**src/rtl/keypad_scanner_if.sv**
```systemverilog
// Signal bundle between the key matrix, the keypad scanner and its downstream consumer.
// The scanner is the master: it drives the columns and the debounced key outputs.
interface keypad_scanner_if;
  logic [3:0] row_n;
  logic [4:0] col_n;
  logic [4:0] key_code;
  logic       key_valid;

  modport master (
    input  row_n,
    output col_n,
    output key_code,
    output key_valid
  );

  modport slave (
    output row_n,
    input  col_n,
    input  key_code,
    input  key_valid
  );
endinterface

```
**src/rtl/keypad_scanner.sv**
```systemverilog
// 4x5 key matrix scanner with per-scan classification and a press/release debounce FSM.
// key_valid is a level that stays high while a debounced key is held; key_code is latched on acceptance.
module keypad_scanner #(
  parameter int SCAN_DIV       = 1000,
  parameter int DEBOUNCE_SCANS = 8
) (
  input  logic             clk,
  input  logic             rst,
  keypad_scanner_if.master kp
);

  localparam int              SW        = (SCAN_DIV > 1) ? $clog2(SCAN_DIV) : 1;
  localparam logic [SW-1:0]   SLOT_LAST = SW'(SCAN_DIV - 1);
  localparam logic [7:0]      DB        = 8'(DEBOUNCE_SCANS);
  localparam logic [4:0]      CODE_NOP  = 5'b10110;
  localparam logic [1:0]      RES_NONE   = 2'd0;
  localparam logic [1:0]      RES_SINGLE = 2'd1;
  localparam logic [1:0]      RES_MULTI  = 2'd2;

  typedef enum logic [1:0] {IDLE, DEBOUNCE, PRESSED, RELEASE} state_t;

  function automatic logic [4:0] key_map(input logic [4:0] idx);
    case (idx)
      5'd0:    key_map = 5'b00111;
      5'd1:    key_map = 5'b01000;
      5'd2:    key_map = 5'b01001;
      5'd3:    key_map = 5'b10000;
      5'd4:    key_map = 5'b10100;
      5'd5:    key_map = 5'b00100;
      5'd6:    key_map = 5'b00101;
      5'd7:    key_map = 5'b00110;
      5'd8:    key_map = 5'b10001;
      5'd9:    key_map = 5'b10101;
      5'd10:   key_map = 5'b00001;
      5'd11:   key_map = 5'b00010;
      5'd12:   key_map = 5'b00011;
      5'd13:   key_map = 5'b10010;
      5'd15:   key_map = 5'b00000;
      5'd18:   key_map = 5'b10011;
      default: key_map = CODE_NOP;
    endcase
  endfunction

  logic [3:0]    row_m;
  logic [3:0]    row_s;
  logic [SW-1:0] slot;
  logic [2:0]    col;
  logic [4:0]    col_drive;
  logic [1:0]    acc_hits;
  logic [4:0]    acc_idx;
  logic          res_valid;
  logic [1:0]    res_kind;
  logic [4:0]    res_idx;

  logic [2:0]    lows;
  logic [1:0]    low_row;
  logic [2:0]    sum_hits;
  logic [1:0]    merged_kind;
  logic [4:0]    merged_idx;

  state_t        state, state_nx;
  logic [7:0]    cnt, cnt_nx;
  logic [4:0]    cand, cand_nx;
  logic [4:0]    code, code_nx;
  logic          valid, valid_nx;

  // Fold the current slot's row sample into the running scan classification.
  always_comb begin
    lows    = 3'd0;
    low_row = 2'd0;
    for (int r = 0; r < 4; r++) begin
      lows = lows + {2'b00, ~row_s[r]};
      if (!row_s[r]) begin
        low_row = 2'(r);
      end else begin
        low_row = low_row;
      end
    end
    sum_hits = {1'b0, acc_hits} + lows;
    if (sum_hits == 3'd0) begin
      merged_kind = RES_NONE;
    end else if (sum_hits == 3'd1) begin
      merged_kind = RES_SINGLE;
    end else begin
      merged_kind = RES_MULTI;
    end
    if (acc_hits == 2'd0) begin
      merged_idx = 5'({3'b000, low_row} * 5'd5) + {2'b00, col};
    end else begin
      merged_idx = acc_idx;
    end
  end

  // Row synchronizer, slot/column walk and per-scan result register.
  always_ff @(posedge clk) begin
    if (rst) begin
      row_m     <= 4'b1111;
      row_s     <= 4'b1111;
      slot      <= '0;
      col       <= 3'd0;
      col_drive <= 5'b11110;
      acc_hits  <= 2'd0;
      acc_idx   <= 5'd0;
      res_valid <= 1'b0;
      res_kind  <= RES_NONE;
      res_idx   <= 5'd0;
    end else begin
      row_m     <= kp.row_n;
      row_s     <= row_m;
      res_valid <= 1'b0;
      if (slot == SLOT_LAST) begin
        slot      <= '0;
        col_drive <= {col_drive[3:0], col_drive[4]};
        if (col == 3'd4) begin
          col       <= 3'd0;
          res_valid <= 1'b1;
          res_kind  <= merged_kind;
          res_idx   <= merged_idx;
          acc_hits  <= 2'd0;
          acc_idx   <= 5'd0;
        end else begin
          col      <= col + 3'd1;
          acc_hits <= (sum_hits >= 3'd2) ? 2'd2 : sum_hits[1:0];
          acc_idx  <= merged_idx;
        end
      end else begin
        slot <= slot + SW'(1);
      end
    end
  end

  // Debounce FSM: only advances on the cycle a scan result is available.
  always_comb begin
    state_nx = state;
    cnt_nx   = cnt;
    cand_nx  = cand;
    code_nx  = code;
    valid_nx = valid;
    if (res_valid) begin
      case (state)
        IDLE: begin
          if (res_kind == RES_SINGLE) begin
            cand_nx = res_idx;
            cnt_nx  = 8'd1;
            if (DB == 8'd1) begin
              state_nx = PRESSED;
              code_nx  = key_map(res_idx);
              valid_nx = 1'b1;
            end else begin
              state_nx = DEBOUNCE;
            end
          end else begin
            state_nx = IDLE;
          end
        end
        DEBOUNCE: begin
          if (res_kind == RES_SINGLE && res_idx == cand) begin
            cnt_nx = cnt + 8'd1;
            if (cnt + 8'd1 == DB) begin
              state_nx = PRESSED;
              code_nx  = key_map(cand);
              valid_nx = 1'b1;
            end else begin
              state_nx = DEBOUNCE;
            end
          end else if (res_kind == RES_SINGLE) begin
            cand_nx = res_idx;
            cnt_nx  = 8'd1;
          end else begin
            state_nx = IDLE;
          end
        end
        PRESSED: begin
          if (res_kind == RES_NONE) begin
            cnt_nx = 8'd1;
            if (DB == 8'd1) begin
              state_nx = IDLE;
              valid_nx = 1'b0;
            end else begin
              state_nx = RELEASE;
            end
          end else begin
            state_nx = PRESSED;
          end
        end
        RELEASE: begin
          if (res_kind == RES_NONE) begin
            cnt_nx = cnt + 8'd1;
            if (cnt + 8'd1 == DB) begin
              state_nx = IDLE;
              valid_nx = 1'b0;
            end else begin
              state_nx = RELEASE;
            end
          end else begin
            state_nx = PRESSED;
          end
        end
        default: begin
          state_nx = IDLE;
          valid_nx = 1'b0;
        end
      endcase
    end else begin
      state_nx = state;
    end
  end

  // FSM state and registered key outputs.
  always_ff @(posedge clk) begin
    if (rst) begin
      state <= IDLE;
      cnt   <= 8'd0;
      cand  <= 5'd0;
      code  <= CODE_NOP;
      valid <= 1'b0;
    end else begin
      state <= state_nx;
      cnt   <= cnt_nx;
      cand  <= cand_nx;
      code  <= code_nx;
      valid <= valid_nx;
    end
  end

  assign kp.col_n     = col_drive;
  assign kp.key_code  = code;
  assign kp.key_valid = valid;

endmodule

```
**src/flat_wrapper.sv**
```systemverilog
// flat-port wrapper written by rule: the top's interface ports become plain ports
module keypad_scanner_flat 
#(
  parameter int SCAN_DIV       = 1000,
  parameter int DEBOUNCE_SCANS = 8
)
  (clk, rst, kp_row_n, kp_col_n, kp_key_code, kp_key_valid);
  keypad_scanner_if kp_i ();
  input  logic clk;
  input  logic rst;
  input wire logic [$bits(kp_i.row_n)-1:0] kp_row_n;
  output wire logic [$bits(kp_i.col_n)-1:0] kp_col_n;
  output wire logic [$bits(kp_i.key_code)-1:0] kp_key_code;
  output wire logic [$bits(kp_i.key_valid)-1:0] kp_key_valid;
  assign kp_i.row_n = kp_row_n;
  assign kp_col_n = kp_i.col_n;
  assign kp_key_code = kp_i.key_code;
  assign kp_key_valid = kp_i.key_valid;
  keypad_scanner #(.SCAN_DIV(SCAN_DIV), .DEBOUNCE_SCANS(DEBOUNCE_SCANS)) u_core (.clk(clk), .rst(rst), .kp(kp_i));
endmodule
```
**config.mk**
```make
export PLATFORM = sky130hd
export DESIGN_NAME = keypad_scanner_flat
export DESIGN_NICKNAME = d
export VERILOG_FILES = /design/src/rtl/keypad_scanner_if.sv /design/src/rtl/keypad_scanner.sv /design/src/flat_wrapper.sv
export SDC_FILE = /design/constraint.sdc
export NUM_CORES = 1
export LEC_CHECK = 0
export ABC_AREA = 1
export CAP_MARGIN = 20
export CELL_PAD_IN_SITES_DETAIL_PLACEMENT = 0
export CELL_PAD_IN_SITES_GLOBAL_PLACEMENT = 2
export CORE_ASPECT_RATIO = 1.25
export CORE_MARGIN = 2
export CORE_UTILIZATION = 31
export CTS_CLUSTER_DIAMETER = 120
export DETAILED_ROUTE_END_ITERATION = 8
export HOLD_SLACK_MARGIN = 0.03
export PLACE_DENSITY_LB_ADDON = 0.2
export SYNTH_ARGS = -nofsm -noshare
export SYNTH_HDL_FRONTEND = slang
export SYNTH_SLANG_ARGS = --single-unit
export TNS_END_PERCENT = 30
```
**constraint.sdc**
```tcl
create_clock -name clk -period 2.2 [get_ports clk]
set_input_delay 0.44 -clock clk [delete_from_list [all_inputs] [get_ports clk]]
set_output_delay 0.44 -clock clk [all_outputs]
set_load 0.03 [all_outputs]
```
==> tab_implementation.tex <==
\begin{tabular}{lr}
\hline
Metric & Value \\
\hline
\multicolumn{2}{l}{\textbf{Pwr}} \\
Logic pwr share & between 3 and 4\% \\
Leak pwr & 1.74 nW \\
Max rail drop VDD & a little over 0.3 mV \\
Cell internal power dissipation & 1.95 mW \\
Switching fraction of total power & 21.7\% \\
Power density of the placed cells & between 600 and 700 nW/µm² \\
Net Switching & 541 µW \\
Share of total power in the clock network & 50.9\% \\
Sequential Power Share & 45.7\% \\
\multicolumn{2}{l}{\textbf{Critical path}} \\
Data arrival time of the worst path & around 2.5 ns \\
Worst R2R Setup Slack & -0.02 ns \\
Critical R2R Capture & u\_core.res\_kind[0] \\
Kind of critical path & reg -> reg \\
Worst-path fanout max & 2 \\
Depth of the most critical reg-to-reg path & 10 \\
Critical path startpoint category & flop \\
Slowest stage cell on the critical path & sky130\_fd\_sc\_hd\_\_fa\_1 \\
Worst Setup End Kind & flop \\
Cells traversed along the worst timing path & inv\_1, ha\_1, fa\_1, ha\_1, inv\_1, fa\_1, nand2\_1, nor2\_2, nand2\_1, o22ai\_1 \\
Startpoint of the worst register-to-register path & u\_core.row\_s[0] \\
Required arrival time at the worst endpoint & 2.45 ns \\
Delay of the slowest critical-path stage & 0.48 ns \\
\multicolumn{2}{l}{\textbf{Min path}} \\
Hold WC Path Type & reg -> reg \\
Hold path startpoint & u\_core.row\_m[1] \\
End of the worst hold path & u\_core.row\_s[1] \\
Cell depth of the worst hold path & 1 \\
\multicolumn{2}{l}{\textbf{Status}} \\
Failing checks & negative setup slack \\
Status & finished with violations \\
\multicolumn{2}{l}{\textbf{STA}} \\
Final setup margin & -0.0179 ns \\
RSZ-0062 raised after global routing & true \\
Period utilisation layout & 101\% \\
Shortest period the worst path allows & between 2 and 2.5 ns \\
Least-Margin Pin Slew & between 0.6 and 0.7 ns \\
Pins over their slew limit & 0 \\
Fmax & 451 MHz \\
Worst-case clock skew & approximately 0.0056 ns \\
Worst rel slew slack & 59.2\% \\
Number of failing hold endpoints at the final stage & 0 \\
\# setup viols final & 3 \\
\multicolumn{2}{l}{\textbf{Global routing}} \\
Total congestion overflow after global routing & 0 \\
Pin count of the biggest net entering global routing & 17 \\
Total track usage & 13.9\% \\
Initial antenna violation count & 0 \\
Via count of the first global-routing pass & 2802 \\
Wire length of the first global-routing pass & 13000 µm \\
\multicolumn{2}{l}{\textbf{Routing}} \\
DR DRC count & 0 \\
WL final & around 7500 µm \\
Initial DRC Count & 81 \\
DRT antenna net count & 0 \\
DR vias & between 2000 and 3000 \\
Detailed-routing iteration count for the pre-antenna-repair pass & 4 \\
Average wire per cell in the routed design & 11.9 µm \\
Vias per inst & $\sim$4.6 \\
\multicolumn{2}{l}{\textbf{Floorplanning}} \\
Starting Density & 31.7\% \\
Core outline area & 10500 µm² \\
Standard-cell rows & 42 \\
Die width & 96.7 µm \\
Y dimension of the die & 120 µm \\
Die Footprint & 11600 µm² \\
Count of pins on the block boundary & 17 \\
\multicolumn{2}{l}{\textbf{Placement}} \\
Final Wtd Congestion & between 0.7 and 0.8 \\
Standard cell area after detailed placement & 3680 µm² \\
\# port buffers & 16 \\
Half-perimeter wire length of the detailed placement result & approximately 5600 µm \\
\multicolumn{2}{l}{\textbf{Synthesis}} \\
YS warnings & 0 \\
Area share of the largest cell type after synthesis & between 30\% and 40\% \\
Synthesized cell area & 3330 µm² \\
Biggest area consumer among synthesized cells & sky130\_fd\_sc\_hd\_\_dfxtp\_1 \\
Main area contributors after synthesis & sky130\_fd\_sc\_hd\_\_dfxtp\_1, sky130\_fd\_sc\_hd\_\_nand2\_1, sky130\_fd\_sc\_hd\_\_inv\_1, sky130\_fd\_sc\_hd\_\_ha\_1, sky130\_fd\_sc\_hd\_\_nor2\_1 \\
Register area share after synthesis & 37.3\% \\
Number of enable flip-flop cells after synthesis & 0 \\
Cells after Synth & 461 \\
Mean post-synth cell area & 7.22 µm² \\
Commonest register cell after synthesis & sky130\_fd\_sc\_hd\_\_dfxtp\_1 \\
Yosys cell types & 37 \\
Share of flip-flops with an asynchronous set or reset after synthesis & 0\% \\
Net count after synthesis & 490 \\
Flops \& latches, synth & 62 \\
\multicolumn{2}{l}{\textbf{CTS}} \\
Clock transition at the registers of the reported paths & 0.05 ns \\
Worst skew pair latency & 0.33 ns \\
Max Buffers Root-to-Sink & 2 \\
Number of buffers inserted by post-CTS setup repair & 0 \\
Htree depth & 3 \\
TritonCTS Buffers & 9 \\
TritonCTS sink count & 62 \\
Clock tree from TritonCTS & done \\
CTS root buffer & sky130\_fd\_sc\_hd\_\_clkbuf\_16 \\
\multicolumn{2}{l}{\textbf{Cells and area}} \\
Post-route standard cell area excluding fillers & 3950 µm² \\
Utilization after layout & between 30\% and 40\% \\
Sequential cell area in the final layout & about 1200 µm² \\
Multi-input gate area & 1770 µm² \\
Synthesis-to-finish area growth & 18.6\% \\
\# diodes & 0 \\
Ratio of cells with drive above 1 in the final layout & 13.0\% \\
Total of fill cells in the finished design & 1143 \\
Net count, final & 518 \\
\multicolumn{2}{l}{\textbf{Flow run}} \\
Max-cap check violation count & 0 \\
\hline
\end{tabular}
[synthesized netlist by cell type (2+ instances only)]
library cell / count
sky130_fd_sc_hd__nand2_1: 97
sky130_fd_sc_hd__inv_1: 68
sky130_fd_sc_hd__dfxtp_1: 62
sky130_fd_sc_hd__nor2_1: 45
sky130_fd_sc_hd__nand3_1: 27
sky130_fd_sc_hd__a21oi_1: 23
sky130_fd_sc_hd__ha_1: 20
sky130_fd_sc_hd__o21ai_0: 17
sky130_fd_sc_hd__o22ai_1: 14
sky130_fd_sc_hd__o21ai_1: 10
sky130_fd_sc_hd__or2_2: 9
sky130_fd_sc_hd__nor3_1: 8
sky130_fd_sc_hd__inv_2: 7
sky130_fd_sc_hd__nand4_1: 6
sky130_fd_sc_hd__nor2_2: 6
sky130_fd_sc_hd__nand2_2: 5
sky130_fd_sc_hd__nor2_4: 4
sky130_fd_sc_hd__a22oi_1: 3
sky130_fd_sc_hd__buf_2: 3
sky130_fd_sc_hd__fa_1: 3
sky130_fd_sc_hd__o211ai_1: 3
sky130_fd_sc_hd__and3_1: 2
sky130_fd_sc_hd__clkbuf_1: 2
sky130_fd_sc_hd__nand2_4: 2
sky130_fd_sc_hd__nand3_2: 2
sky130_fd_sc_hd__xor2_1: 2
[placed cells by master (no fill, tap or decap), types with 8 or more instances in the layout]
cell	synthesis	layout
sky130_fd_sc_hd__nand3_1	27	27
sky130_fd_sc_hd__a21oi_1	23	23
sky130_fd_sc_hd__clkdlybuf4s50_1	0	16
sky130_fd_sc_hd__o21ai_1	10	10
sky130_fd_sc_hd__nor3_1	8	8
sky130_fd_sc_hd__o21ai_0	17	17
sky130_fd_sc_hd__o22ai_1	14	14
sky130_fd_sc_hd__ha_1	20	20
sky130_fd_sc_hd__or2_2	9	9
sky130_fd_sc_hd__nor2_1	45	44
sky130_fd_sc_hd__nand2_1	97	97
sky130_fd_sc_hd__dfxtp_1	62	60
sky130_fd_sc_hd__clkbuf_16	0	9
sky130_fd_sc_hd__inv_1	68	68
[metrics by stage]
stage	cells	setup slack, ns	hold WS [ns]	total power, mW	TNS (ns)
floorplan	461	0.00267	0.389	1.21	0
global placement	610	-0.0421	0.398	1.25	-0.0868
detailed placement	610	-0.0777	0.399	1.25	-0.234
CTS	625	-0.0582	0.411	2.55	-0.177
global route	625	-0.164	0.421	2.60	-0.572
finish	625	-0.0179	0.407	2.49	-0.0371
[timing repair]
item	CTS	global route
resized for setup	3	0
endpoints found under the setup margin	4	4
pin swaps	4	2
hold buffers	0	0
[how the worst max path moves through the flow]
stage	startpoint	slack (ns)	to
after floorplan	u_core.row_s[1]	0.003	u_core.res_kind[0]
after global placement	u_core.row_s[0]	-0.04	u_core.res_kind[0]
after detailed placement	u_core.row_s[0]	-0.08	u_core.res_kind[0]
after CTS	u_core.row_s[0]	-0.06	u_core.res_kind[0]
after global routing	u_core.row_s[0]	-0.16	u_core.res_kind[0]
final	u_core.row_s[0]	-0.02	u_core.res_kind[0]
[worst max-delay path: cells and delay by family, from the launching register on]
family / cells / cell delay [ns]
compound gates: 1 / 0.14
fa+ha+maj: 4 / 1.37
buf+inv: 2 / 0.08
flops: 1 / 0.31
simple gates: 3 / 0.24
[state kept, by name, indices dropped and copies added, names as in the netlist, 3 cells and up]
register / cells
u_core.res_idx: 5
u_core.acc_idx: 5
u_core.col: 3
u_core.cnt: 8
u_core.slot: 10
u_core.kp.col_n: 5
u_core.row_s: 4
u_core.kp.key_code: 5
u_core.cand: 5
u_core.row_m: 4
[area by class of cell]
type / count / area share [%]
multi-input combinational: 317 / 44.9
sequential: 62 / 31.5
inverter: 76 / 7.26
clock buffer: 11 / 6.15
timing repair buffer: 23 / 5.39
tap: 132 / 4.18
clock inverter: 4 / 0.602
[power groups by stage]
| stage | Clock [mW] | Combinational, mW | Sequential [mW] |
|---|---|---|---|
| floorplan | 0 | 0.0520 | 1.16 |
| global placement | 0 | 0.0866 | 1.16 |
| detailed placement | 0 | 0.0865 | 1.16 |
| CTS | 1.33 | 0.0876 | 1.14 |
| global route | 1.36 | 0.0975 | 1.14 |
| finish | 1.27 | 0.0842 | 1.14 |
[logic make-up (layout without fill, tap and decap cells)]
kind of cell | after synthesis | in the layout | synth area share, %
compound gates | 73 | 73 | 12.3
xor+xnor | 3 | 3 | 0.789
simple gates | 218 | 218 | 30.9
fa+ha+maj | 23 | 23 | 9.32
buf+inv | 82 | 114 | 9.51
flops | 62 | 62 | 37.3
[routing by layer]
| layer | global-route usage (%) | part of all wire (%) | vias up |
|---|---|---|---|
| li1 | - | - | 1538 |
| met1 | 16.0 | 45 | 1278 |
| met2 | 25.2 | 51 | 34 |
| met3 | 2.27 | 2.2 | 7 |
| met4 | 6.16 | 1.6 | 0 |
| met5 | 0 | 0 | - |
No activity file was read; power rests on OpenSTA's default activity.
==> RTL edit 1 (same settings) <==
The 4 states of `state_t` get a one-hot encoding in 4 bits.
--- a/src/rtl/keypad_scanner.sv
+++ b/src/rtl/keypad_scanner.sv
@@ -19,3 +19,3 @@
 
-  typedef enum logic [1:0] {IDLE, DEBOUNCE, PRESSED, RELEASE} state_t;
+  typedef enum logic [3:0] {IDLE = 4'b0001, DEBOUNCE = 4'b0010, PRESSED = 4'b0100, RELEASE = 4'b1000} state_t;
 
Check against the original RTL: same outputs for any inputs over 10 cycles, from zero or initial values and one cycle with rst high; not proved beyond that.
==> RTL edit 1 against the unedited design <==
  * The flow still finishes with violations (setup timing)
  * Total power increased by 12%
  * Core utilization increased by 0.96 points
  * Routed wire length increased by 4.0%
  * Final area increased by 3.1%
  * Worst setup slack improved by 0.016 ns
  * First-iteration DRC count increased by 25%
  * Global-route usage increased by 0.098 points
  * Synthesized area increased by 0.94%
  * Sequential share of layout area about the same
  * Sequential cell count increased by 2
  * Critical path type unchanged
  * Critical endpoint unchanged
  * Largest power group unchanged
  * Highest routed layer unchanged
==> RTL edit 1: results (changes against the unedited design) <==
| Metric | Value |
|---|---|
| Status | finished, violations left (unchanged) |
| Failing checks | setup timing (unchanged) |
| Buffer share of cell area | 0.05595 (was 0.05387) |
| Synth unique cells | 34 (was 37) |
| Worst hold start | u_core.row_m[2]$_SDFF_PP1_ (was u_core.row_m[1]$_SDFF_PP1_) |
| Inverter count | 68 (was 76) |
| Largest net degree at the start of global routing | 25 (was 17) |
| Seq cells post-synth | 64 (was 62) |
| Initial DRC count | 101 (was 81) |
| Leakage Power | 1.710 nW (was 1.740 nW) |
| Multi-input combinational area share | 0.4457 (was 0.4493) |
| Post-Syn Nets | 487 (was 490) |
| # fillers | 1130 (was 1143) |
| Final Setup Violations | 1 (was 3) |
| Post-Synth Adder-Cell Area | 0.09233 (was 0.09320) |
| Post-DP HPWL | 5.752 mm (was 5.626 mm) |
| Via count | 2970 (was 2857) |
| Max_slew headroom | 0.5956 (was 0.5921) |
| Post-route worst setup slack | -0.002056 ns (was -0.01795 ns) |
| Synth area leaders | dfxtp_1 38%, nand2_1 9.4%, ha_1 7.4% (was dfxtp_1 37%, nand2_1 11%, inv_1 7.7%) |
| Post-synthesis sequential area ratio | 0.3812 (was 0.3728) |
| Final setup TNS | -0.002056 ns (was -0.03709 ns) |
| Post-Syn Area per Cell | 7.338 sq um (was 7.222 sq um) |
| Sequential portion of the cell area | 0.3154 (was 0.3150) |
| Gpl congestion | 0.7785 (was 0.7222) |
| VDD IR max | 0.3974 mV (was 0.3067 mV) |
| Fraction of layout cells with a size suffix above 1 | 0.1359 (was 0.1298) |
| Commonest cells in the netlist | 84 x nand2_1, 64 x dfxtp_1, 64 x inv_1 (was 97 x nand2_1, 68 x inv_1, 62 x dfxtp_1) |
| Clock-cell share | 0.07931 (was 0.06749) |
| Crit path arrival time | 2.45 ns (was 2.47 ns) |
| Vias in the first global route | 2909 (was 2802) |
| Placed inst area | 0.003724 sq mm (was 0.003677 sq mm) |
| Area Growth Syn to Fin | 21.11% (was 18.60%) |
| Final hold slack | 0.4079 ns (was 0.4066 ns) |
| Compound-Gate Fraction of Synth Area | 0.1664 (was 0.1225) |
| First-pass GRT wire length | 13.39 mm (was 12.99 mm) |
| Nets | 517 (was 518) |
| Non-CTS buffers | 25 (was 23) |
| Post_cts resized | 10 (was 3) |
| Dpl ws | -0.1052 ns (was -0.07771 ns) |
| DR WL/cell | 12.40 um (was 11.92 um) |
| Total GRT Usage | 0.1399 (was 0.1390) |
-- RTL edit 1: cell count changes in the layout (fill, tap and decap cells not counted), moves of 5 or more --
| cell | delta |
|---|---|
| a21oi_1 | +22 |
| inv_1 | -7 |
| nand2_1 | -13 |
| nand3_1 | -9 |
| o21ai_0 | +18 |
| o21ai_1 | -7 |
| o22ai_1 | -5 |
-- RTL edit 1: power by group through the flow --
stage / Clock (mW) / Sequential (mW) / Combinational (mW)
after floorplan: 0 / 1.20 / 0.0500
after global placement: 0 / 1.20 / 0.0836
after detailed placement: 0 / 1.20 / 0.0855
after CTS: 1.58 / 1.18 / 0.0893
after global routing: 1.62 / 1.18 / 0.0996
final: 1.53 / 1.18 / 0.0861
-- RTL edit 1: layer usage --
metal,vias up,track usage,routed length (um)
met4,0,0.04225,93
met5,-,0,0
li1,1560,-,-
met1,1357,0.1660,3503
met2,44,0.2543,3921
met3,9,0.02775,231
==> RTL edit 2 (same flow settings) <==
Made on the original files. `SCAN_DIV` is set to 1000 in 2 places; all go to 2000.
--- a/src/rtl/keypad_scanner.sv
+++ b/src/rtl/keypad_scanner.sv
@@ -3,3 +3,3 @@
 module keypad_scanner #(
-  parameter int SCAN_DIV       = 1000,
+  parameter int SCAN_DIV       = 2000,
   parameter int DEBOUNCE_SCANS = 8
--- a/src/flat_wrapper.sv
+++ b/src/flat_wrapper.sv
@@ -3,3 +3,3 @@
 #(
-  parameter int SCAN_DIV       = 1000,
+  parameter int SCAN_DIV       = 2000,
   parameter int DEBOUNCE_SCANS = 8
Check against the original RTL: same outputs for any inputs over 10 cycles, from zero or initial values and one cycle with rst high; that may be too few to reach the edited logic, so the function may still have changed.
==> RTL edit 2 against the unedited design <==
  * The flow still finishes with violations (setup timing)
  * Largest power group unchanged
  * Routed wire length shrank 7.8%
  * Worst setup slack lost 0.034 ns
  * Critical path depth is the same
  * Synthesized area shrank 2.2%
  * Die area shrank 2.1%
  * Sequential cell count grew 1
  * Final area shrank 0.13%
  * Total power grew 13%
==> RTL edit 2: results (changes against the unedited design) <==
| Metric | Value |
|---|---|
| Post-synthesis sequential area ratio | 0.3872 (was 0.3728) |
| PortBufs | 16 (unchanged) |
| Status | finished, violations left (unchanged) |
| Worst hold path type | register to register (unchanged) |
| Setup bufs post-CTS | 0 (unchanged) |
| Crit-path slowest cell | fa_1 (unchanged) |
| Post-route worst setup slack | -0.05203 ns (was -0.01795 ns) |
| Via density | 4.615 (was 4.571) |
| Largest net degree at the start of global routing | 18 (was 17) |
| Clock Skew | 0.005686 ns (was 0.005563 ns) |
| Worst setup path startpoint | u_core.row_s[0]$_SDFF_PP1_ (unchanged) |
| Leakage Power | 1.638 nW (was 1.740 nW) |
| Final Setup Violations | 2 (was 3) |
| Post-DP HPWL | 5.090 mm (was 5.626 mm) |
| Root Buffer | clkbuf_16 (unchanged) |
| Synth unique cells | 38 (was 37) |
| Ant. Diodes | 0 (unchanged) |
| Crit-path max cell delay | 0.49 ns |
| Fraction of layout cells with a size suffix above 1 | 0.1830 (was 0.1298) |
| H-tree depth | 3 (unchanged) |
| Max_slew headroom | 0.5495 (was 0.5921) |
| Initial DRC count | 60 (was 81) |
| Worst-skew pair later-pin latency | 0.32 ns |
| Initial antenna violation count | 0 (unchanged) |
| Failing checks | setup timing (unchanged) |
| Top flop regs | u_core.slot: 11 flops, u_core.cnt: 8 flops (was u_core.slot: 10 flops, u_core.cnt: 8 flops) |
| CP Launch Type | register (unchanged) |
| Worst Setup EP | u_core.res_kind[1]$_SDFFE_PP0P_ (was u_core.res_kind[0]$_SDFFE_PP0P_) |
| Ys Warns | 0 (unchanged) |
| Commonest cells in the netlist | 66 x nand2_1, 63 x dfxtp_1, 55 x inv_1 (was 97 x nand2_1, 68 x inv_1, 62 x dfxtp_1) |
| VDD IR max | 0.3621 mV (was 0.3067 mV) |
| Gpl congestion | 0.7456 (was 0.7222) |
| Crit path arrival time | 2.44 ns (was 2.47 ns) |
| Critical path's top delay family | adder cells (unchanged) |
| Max clock buf depth | 2 (unchanged) |
| Drt pass-1 iters | 4 (unchanged) |
| Synth area leaders | dfxtp_1 39%, ha_1 7.7%, nand2_1 7.6% (was dfxtp_1 37%, nand2_1 11%, inv_1 7.7%) |
| DR WL/cell | 11.91 um (was 11.92 um) |
| Inserted Clock Buffers | 9 (unchanged) |
| Async set or reset register ratio after synthesis | 0 (unchanged) |
| Clk pin slew, worst setup/hold paths | 0.05 ns (about the same) |
| Total GRT Usage | 0.1346 (was 0.1390) |
| Crit-path max FO | 2 (unchanged) |
| Placed inst area | 0.003582 sq mm (was 0.003677 sq mm) |
| Vias in the first global route | 2639 (was 2802) |
| Post-Syn Nets | 447 (was 490) |
| Register-to-Register Path Depth | 10 (unchanged) |
| Nets | 473 (was 518) |
| First-pass GRT wire length | 11.93 mm (was 12.99 mm) |
-- RTL edit 2: layout make-up --
cell class	count	area [sq um]
multi-input cells	283	1738
flip-flops and latches	63	1264
well taps	129	161.4
inverters	65	244.0
fillers	1059	6213
repair buffers	22	205.2
clock inverters	3	65.06
clock buffers	12	266.5
-- RTL edit 2: worst min-delay path by stage --
stage / end / cells past startpoint / startpoint / slack (ns)
2_1_floorplan: u_core.row_s[0]$_SDFF_PP1_ / 1 / u_core.row_m[0]$_SDFF_PP1_ / 0.39
3_3_place_gp: u_core.row_s[0]$_SDFF_PP1_ / 1 / u_core.row_m[0]$_SDFF_PP1_ / 0.39
3_5_place_dp: u_core.row_s[0]$_SDFF_PP1_ / 1 / u_core.row_m[0]$_SDFF_PP1_ / 0.39
4_1_cts: u_core.row_s[0]$_SDFF_PP1_ / 1 / u_core.row_m[0]$_SDFF_PP1_ / 0.40
5_1_grt: u_core.row_s[1]$_SDFF_PP1_ / 1 / u_core.row_m[1]$_SDFF_PP1_ / 0.42
6_report: u_core.row_s[0]$_SDFF_PP1_ / 1 / u_core.row_m[0]$_SDFF_PP1_ / 0.40
-- RTL edit 2: timing repair --
| item | 4_1_cts | 5_1_grt |
|---|---|---|
| pin swaps | 3 | 5 |
| gates resized for setup | 5 | 8 |
| endpoints found under the setup margin | 4 | 6 |
| cloned | 0 | 0 |
-- RTL edit 2: through the flow --
stage | TNS [ns] | setup slack (ns) | util | cells
final | -0.08815 | -0.05203 | 0.3883 | 577
after floorplan | 0 | 0.02884 | - | 418
after global routing | -0.3975 | -0.1218 | 0.3883 | 577
after global placement | -0.2012 | -0.06709 | 0.3527 | 562
after CTS | -0.2587 | -0.09146 | 0.3869 | 577
after detailed placement | -0.5380 | -0.1572 | 0.3527 | 562
-- RTL edit 2: power breakdown --
part           switching [mW]  internal [mW]
Clock                   0.489           1.08
Sequential            0.00475           1.15
Combinational          0.0486         0.0370
-- RTL edit 2: cells by family after synthesis --
kind of cell,after synthesis,synth area share
and+or+nand+nor,163,0.2528
AOI/OAI and AO/OA,90,0.1583
buffers and inverters,72,0.08759
DFF,63,0.3872
adders and majority gates,23,0.09528
xor gates and xnor gates,7,0.01882
-- RTL edit 2: layer usage --
| layer | share of wire | track usage | wire length, um |
|---|---|---|---|
| met1 | 0.45 | 0.1530 | 3091 |
| met3 | 0.025 | 0.03505 | 173 |
| met4 | 0.017 | 0.05357 | 115 |
| met2 | 0.51 | 0.2343 | 3489 |
| met5 | 0 | 0 | 0 |
